[config.mk]
export PLATFORM = sky130hd
export DESIGN_NAME = servo_pwm_gen_flat
export DESIGN_NICKNAME = d
export VERILOG_FILES = /design/src/rtl/servo_pwm_gen_if.sv /design/src/rtl/servo_pwm_gen.sv /design/src/flat_wrapper.sv
export SDC_FILE = /design/constraint.sdc
export NUM_CORES = 1
export LEC_CHECK = 0
export BUFFER_PORTS_ARGS = -buffer_cell sky130_fd_sc_hd__buf_2
export CORE_MARGIN = 2
export CORE_UTILIZATION = 62
export DETAILED_ROUTE_END_ITERATION = 10
export HOLD_SLACK_MARGIN = 0.08
export PLACE_DENSITY = 0.83
export RECOVER_POWER = 50
export SLEW_MARGIN = 40
export SYNTH_ARGS = -nofsm -noshare
export SYNTH_HDL_FRONTEND = slang
export SYNTH_SLANG_ARGS = --single-unit
[constraint.sdc]
create_clock -name clk -period 4.95 [get_ports clk]
set_input_delay 0.2475 -clock clk [delete_from_list [all_inputs] [get_ports clk]]
set_output_delay 0.2475 -clock clk [all_outputs]
set_load 0.02 [all_outputs]
[src/rtl/servo_pwm_gen_if.sv]
// Servo PWM generator port bundle: position/enable in, pulse and status out.
// The slave modport is the generator; the master modport is whoever feeds it.
interface servo_pwm_gen_if #(
  parameter int N = 8
);
  logic [N-1:0] data;
  logic         en;
  logic         pwm;
  logic         frame_start;
  logic         busy;

  modport master (output data, en, input pwm, frame_start, busy);
  modport slave  (input data, en, output pwm, frame_start, busy);
endinterface

[src/rtl/servo_pwm_gen.sv]
// Servo PWM generator: turns a position word into a clamped high pulse inside a
// fixed-length frame. Frames start only when enabled, and a started frame always completes.
module servo_pwm_gen #(
  parameter int N          = 8,
  parameter int PERIOD_CYC = 200000,
  parameter int MIN_CYC    = 10000,
  parameter int STEP_CYC   = 39,
  parameter int MAX_CYC    = 20000
) (
  input  logic            clk,
  input  logic            reset,
  servo_pwm_gen_if.slave  bus
);

  localparam int              CW       = $clog2(PERIOD_CYC + 1);
  localparam logic [CW-1:0]   PERIOD_C = CW'(PERIOD_CYC);
  localparam logic [CW-1:0]   MAX_C    = CW'(MAX_CYC);
  localparam logic [31:0]     MAX_W    = 32'(MAX_CYC);

  localparam logic [1:0] IDLE = 2'd0;
  localparam logic [1:0] HIGH = 2'd1;
  localparam logic [1:0] LOW  = 2'd2;

  logic [1:0]    r_state, w_state_nxt;
  logic [CW-1:0] r_cnt, w_cnt_nxt;
  logic [CW-1:0] r_width_q, w_width_nxt;
  logic          r_pwm, w_pwm_nxt;
  logic          r_frame_start, w_frame_start_nxt;

  logic [31:0]   w_width_raw;
  logic [CW-1:0] w_width_clamped;
  logic          w_start;

  // Full 32-bit width so a large data*STEP product clamps instead of wrapping.
  assign w_width_raw     = 32'(MIN_CYC) + 32'(bus.data) * 32'(STEP_CYC);
  assign w_width_clamped = (w_width_raw > MAX_W) ? MAX_C : CW'(w_width_raw);

  // A frame may begin only from IDLE or exactly at the end of the previous frame.
  assign w_start = bus.en && ((r_state == IDLE) ||
                              ((r_state == LOW) && (r_cnt == PERIOD_C)));

  always_comb begin
    // NOTE: every combinational output gets a default first so no path infers a latch.
    w_state_nxt       = r_state;
    w_cnt_nxt         = r_cnt;
    w_width_nxt       = r_width_q;
    w_pwm_nxt         = 1'b0;
    w_frame_start_nxt = 1'b0;

    if (w_start) begin
      w_state_nxt       = HIGH;
      w_cnt_nxt         = CW'(1);
      w_width_nxt       = w_width_clamped;
      w_pwm_nxt         = 1'b1;
      w_frame_start_nxt = 1'b1;
    end else begin
      case (r_state)
        IDLE: w_cnt_nxt = '0;
        HIGH: begin
          w_cnt_nxt = r_cnt + 1'b1;
          if (r_cnt == r_width_q) w_state_nxt = LOW;
          else                    w_pwm_nxt   = 1'b1;
        end
        LOW: begin
          if (r_cnt == PERIOD_C) begin
            w_state_nxt = IDLE;
            w_cnt_nxt   = '0;
          end else begin
            w_cnt_nxt = r_cnt + 1'b1;
          end
        end
        default: begin
          w_state_nxt = IDLE;
          w_cnt_nxt   = '0;
        end
      endcase
    end
  end

  always_ff @(posedge clk) begin
    // NOTE: sequential state uses non-blocking assignments so all registers update together.
    if (!reset) begin
      r_state       <= IDLE;
      r_cnt         <= '0;
      r_width_q     <= '0;
      r_pwm         <= 1'b0;
      r_frame_start <= 1'b0;
    end else begin
      r_state       <= w_state_nxt;
      r_cnt         <= w_cnt_nxt;
      r_width_q     <= w_width_nxt;
      r_pwm         <= w_pwm_nxt;
      r_frame_start <= w_frame_start_nxt;
    end
  end

  assign bus.pwm         = r_pwm;
  assign bus.frame_start = r_frame_start;
  assign bus.busy        = (r_state != IDLE);

endmodule
[src/flat_wrapper.sv]
// flat-port wrapper written by rule: the top's interface ports become plain ports
module servo_pwm_gen_flat 
#(
  parameter int N          = 8,
  parameter int PERIOD_CYC = 200000,
  parameter int MIN_CYC    = 10000,
  parameter int STEP_CYC   = 39,
  parameter int MAX_CYC    = 20000
)
  (clk, reset, bus_data, bus_en, bus_pwm, bus_frame_start, bus_busy);
  servo_pwm_gen_if #(.N(N)) bus_i ();
  input  logic clk;
  input  logic reset;
  input wire logic [$bits(bus_i.data)-1:0] bus_data;
  input wire logic [$bits(bus_i.en)-1:0] bus_en;
  output wire logic [$bits(bus_i.pwm)-1:0] bus_pwm;
  output wire logic [$bits(bus_i.frame_start)-1:0] bus_frame_start;
  output wire logic [$bits(bus_i.busy)-1:0] bus_busy;
  assign bus_i.data = bus_data;
  assign bus_i.en = bus_en;
  assign bus_pwm = bus_i.pwm;
  assign bus_frame_start = bus_i.frame_start;
  assign bus_busy = bus_i.busy;
  servo_pwm_gen #(.N(N), .PERIOD_CYC(PERIOD_CYC), .MIN_CYC(MIN_CYC), .STEP_CYC(STEP_CYC), .MAX_CYC(MAX_CYC)) u_core (.clk(clk), .reset(reset), .bus(bus_i));
endmodule
==> qor.csv <==
metric,value,unit
Core ar.,5010,sq um
FF-to-FF End,u_core.r_cnt[5],
post-detail-place hpwl,4.81,mm
Crit Reg-Reg Startpoint,u_core.r_cnt[0],
worst endpoint required time,5.14,ns
Unique masters post-synth,60,
Post-synth top cells,"41 x ha_1, 40 x inv_1, 37 x dfxtp_1",
Seq. cell area,741,sq um
num rows,26,
LEAKAGE,1.40,nW
die area,5700,sq um
Worst Skew,0.00746,ns
Horiz. Die Dim,75.5,um
MaxCap Viol Count,0,
global-route wire length before repair,10.5,mm
Synth area leader,dfxtp_1,
sequential area share after synthesis,23.4,%
asr flop ratio synth,0,%
Critical Path Stages,15,
CP Capture Type,flop,
ratio of cells with drive above 1 in the final layout,10.2,%
syn_nets,418,
vias,2452,
CTS tree,yes,
Top Ports,14,
First DRT Iteration DRCs,56,
crit path launch type,primary input,
Synth area leaders,"dfxtp_1 23%, ha_1 16%, fa_1 9.5%",
fmax,238,MHz
r2r setup slk,2.00,ns
Hold WC Path Type,primary input to flop,
period utilization,84.8,%
wire length on met1,2.55,mm
uppermost layer routed,met4,
vias in the first global route,2342,
H-tree levels,2,
global route overflow,0,
"Cell Chain, Critical Path",buf_2 -> inv_1 -> fa_1 -> inv_1 -> ha_1 -> fa_1 -> ha_1 -> inv_1 -> fa_1 -> nand2b_1 -> a2111oi_0 -> mux2_2 -> nor2_2 -> o311ai_4 -> a22o_1,
fin crit period,4.20,ns
Worst-path clk slew,0.07,ns
Slowest cell on crit path,fa_1,
Post-synth EDFFs,0,
Top delay family on crit path,adder cells,
Nets,429,
Antenna diodes,0,
maximum net fanout on the critical path,9,
Worst R2R Path Depth,7,
DR WL met3,128,um
cts hold-fix bufs,0,
P per Cell Area,371,nW/um^2
CTS Buffer Depth,2,
Tot GR Track Use,23.9,%
unrepaired setup endpoints after global routing,no,
drt drc,0,
total routed wirelength,5.92,mm
total clock sinks,37,
Worst-Margin Slew,0.847,ns
HP Start,reset,
final setup vio count,0,
P&R area growth vs syn,5.10,%
root buffer cell,clkbuf_8,
"Non-Filler Cell Area, Final",3330,sq um
initial antenna violation count,0,
Initial Util,63.2,%
placed cell area,3240,sq um
Die Span Y,75.5,um
Mapped Cells,351,
wire per inst,13.7,um
"Slew Viols, Final",0,
Setup TNS Final,0,ns
Post-synth top flop,dfxtp_1,
worst vdd ir,0.000188,V
Routed Antenna Nets,0,
Layout fillers,442,
drt pass-1 iters,4,
setup bufs post-CTS,0,
routability cong.,0.802,
pin count of the biggest net entering global routing,18,
hold path depth,2,
Slew HR,43.5,%
Mapped Area,3170,sq um
Syn Area/Cell,9.02,sq um
critical path class,primary input to flop,
CP arrival,4.38,ns
Hold Crit Endpoint,u_core.r_width_q[9],
# port buffers,13,
fin util,66.4,%
number of CTS-inserted buffers,5,
# resized after CTS,0,
Crit path largest cell delay,0.55,ns
top-count cell post-synth,ha_1,
post-synthesis register bit count,37,
count of final hold-check violations,0,
DR WL met2,3.16,mm
Yosys top cell area share,23.4,%
status,"complete, no violations",
clock latency on the worst-skew pair,0.29,ns
Avg Vias per Cell,5.66,
WP buf/inv,4,
Yosys warnings,0,
multi-input logic area,2160,sq um
==> registers in the layout (all words and copies together) (netlist names) <==
signal and flops:
u_core.r_width_q 15, u_core.r_state 2, u_core.bus.frame_start 1, u_core.r_cnt 18, u_core.bus.pwm 1
==> report_power, final <==
group / switching, W / total, W / internal [W] / leakage, nW
sequential: 0.0000257 / 0.000358 / 0.000332 / 0.302
clock: 0.000105 / 0.000268 / 0.000164 / 0.0574
combinational: 0.000357 / 0.000610 / 0.000252 / 1.05
total: 0.000488 / 0.00124 / 0.000748 / 1.40
==> per-stage QoR <==
| step | hold WS (ns) | instances | setup slack, ns | total power [W] |
|---|---|---|---|---|
| 2_1_floorplan | 0.369 | 351 | 0.796 | 0.000862 |
| 3_3_place_gp | 0.461 | 425 | 0.535 | 0.000961 |
| 3_5_place_dp | 0.462 | 425 | 0.445 | 0.000980 |
| 4_1_cts | 0.234 | 433 | 0.734 | 0.00125 |
| 5_1_grt | 0.236 | 433 | 0.447 | 0.00135 |
| 6_report | 0.242 | 433 | 0.752 | 0.00124 |
==> kinds of logic after synthesis <==
group | share of synthesized area, %
adder cells (fa/ha/maj) | 25.7
multiplexers | 0.356
XOR/XNOR | 10.2
AND/OR/NAND/NOR | 17.0
buffers and inverters | 7.35
AO/OA/AOI/OAI | 16.0
flip-flops | 23.4
==> layout by cell type (no fill, tap or decap), types with 6 or more instances in the layout <==
master	n
a21oi_1	14
a32oi_1	8
and3_1	7
buf_2	10
clkbuf_8	6
dfxtp_1	37
fa_1	15
ha_1	41
inv_1	40
nand2_1	23
nand3_1	10
nand4_1	6
nor2_1	29
o21ai_0	6
o21ai_1	11
xnor2_1	23
xor2_1	14
==> layout make-up <==
class	instances	share of cell area, %
Clock buffer	6	2.48
Clock inverter	2	1.13
Inverter	40	4.51
Multi-Input combinational cell	264	64.9
Sequential cell	37	22.3
Tap cell	70	2.63
Timing Repair Buffer	14	2.07
==> per-layer routing <==
layer / GRT usage [%] / vias up
met5: 0 / -
met4: 7.80 / 0
li1: - / 1228
met3: 3.31 / 8
met2: 43.8 / 41
met1: 28.6 / 1175
==> how the worst max path moves through the flow <==
stage / start / endpoint / slack [ns]
detailed placement: bus_data[3] / u_core.r_width_q[5] / 0.45
global placement: bus_data[3] / u_core.r_width_q[5] / 0.53
finish: bus_data[3] / u_core.r_width_q[5] / 0.75
global route: bus_data[3] / u_core.r_width_q[5] / 0.45
CTS: bus_data[3] / u_core.r_width_q[5] / 0.73
floorplan: bus_data[3] / u_core.r_width_q[9] / 0.80
Power figures use the tool's default switching activity.
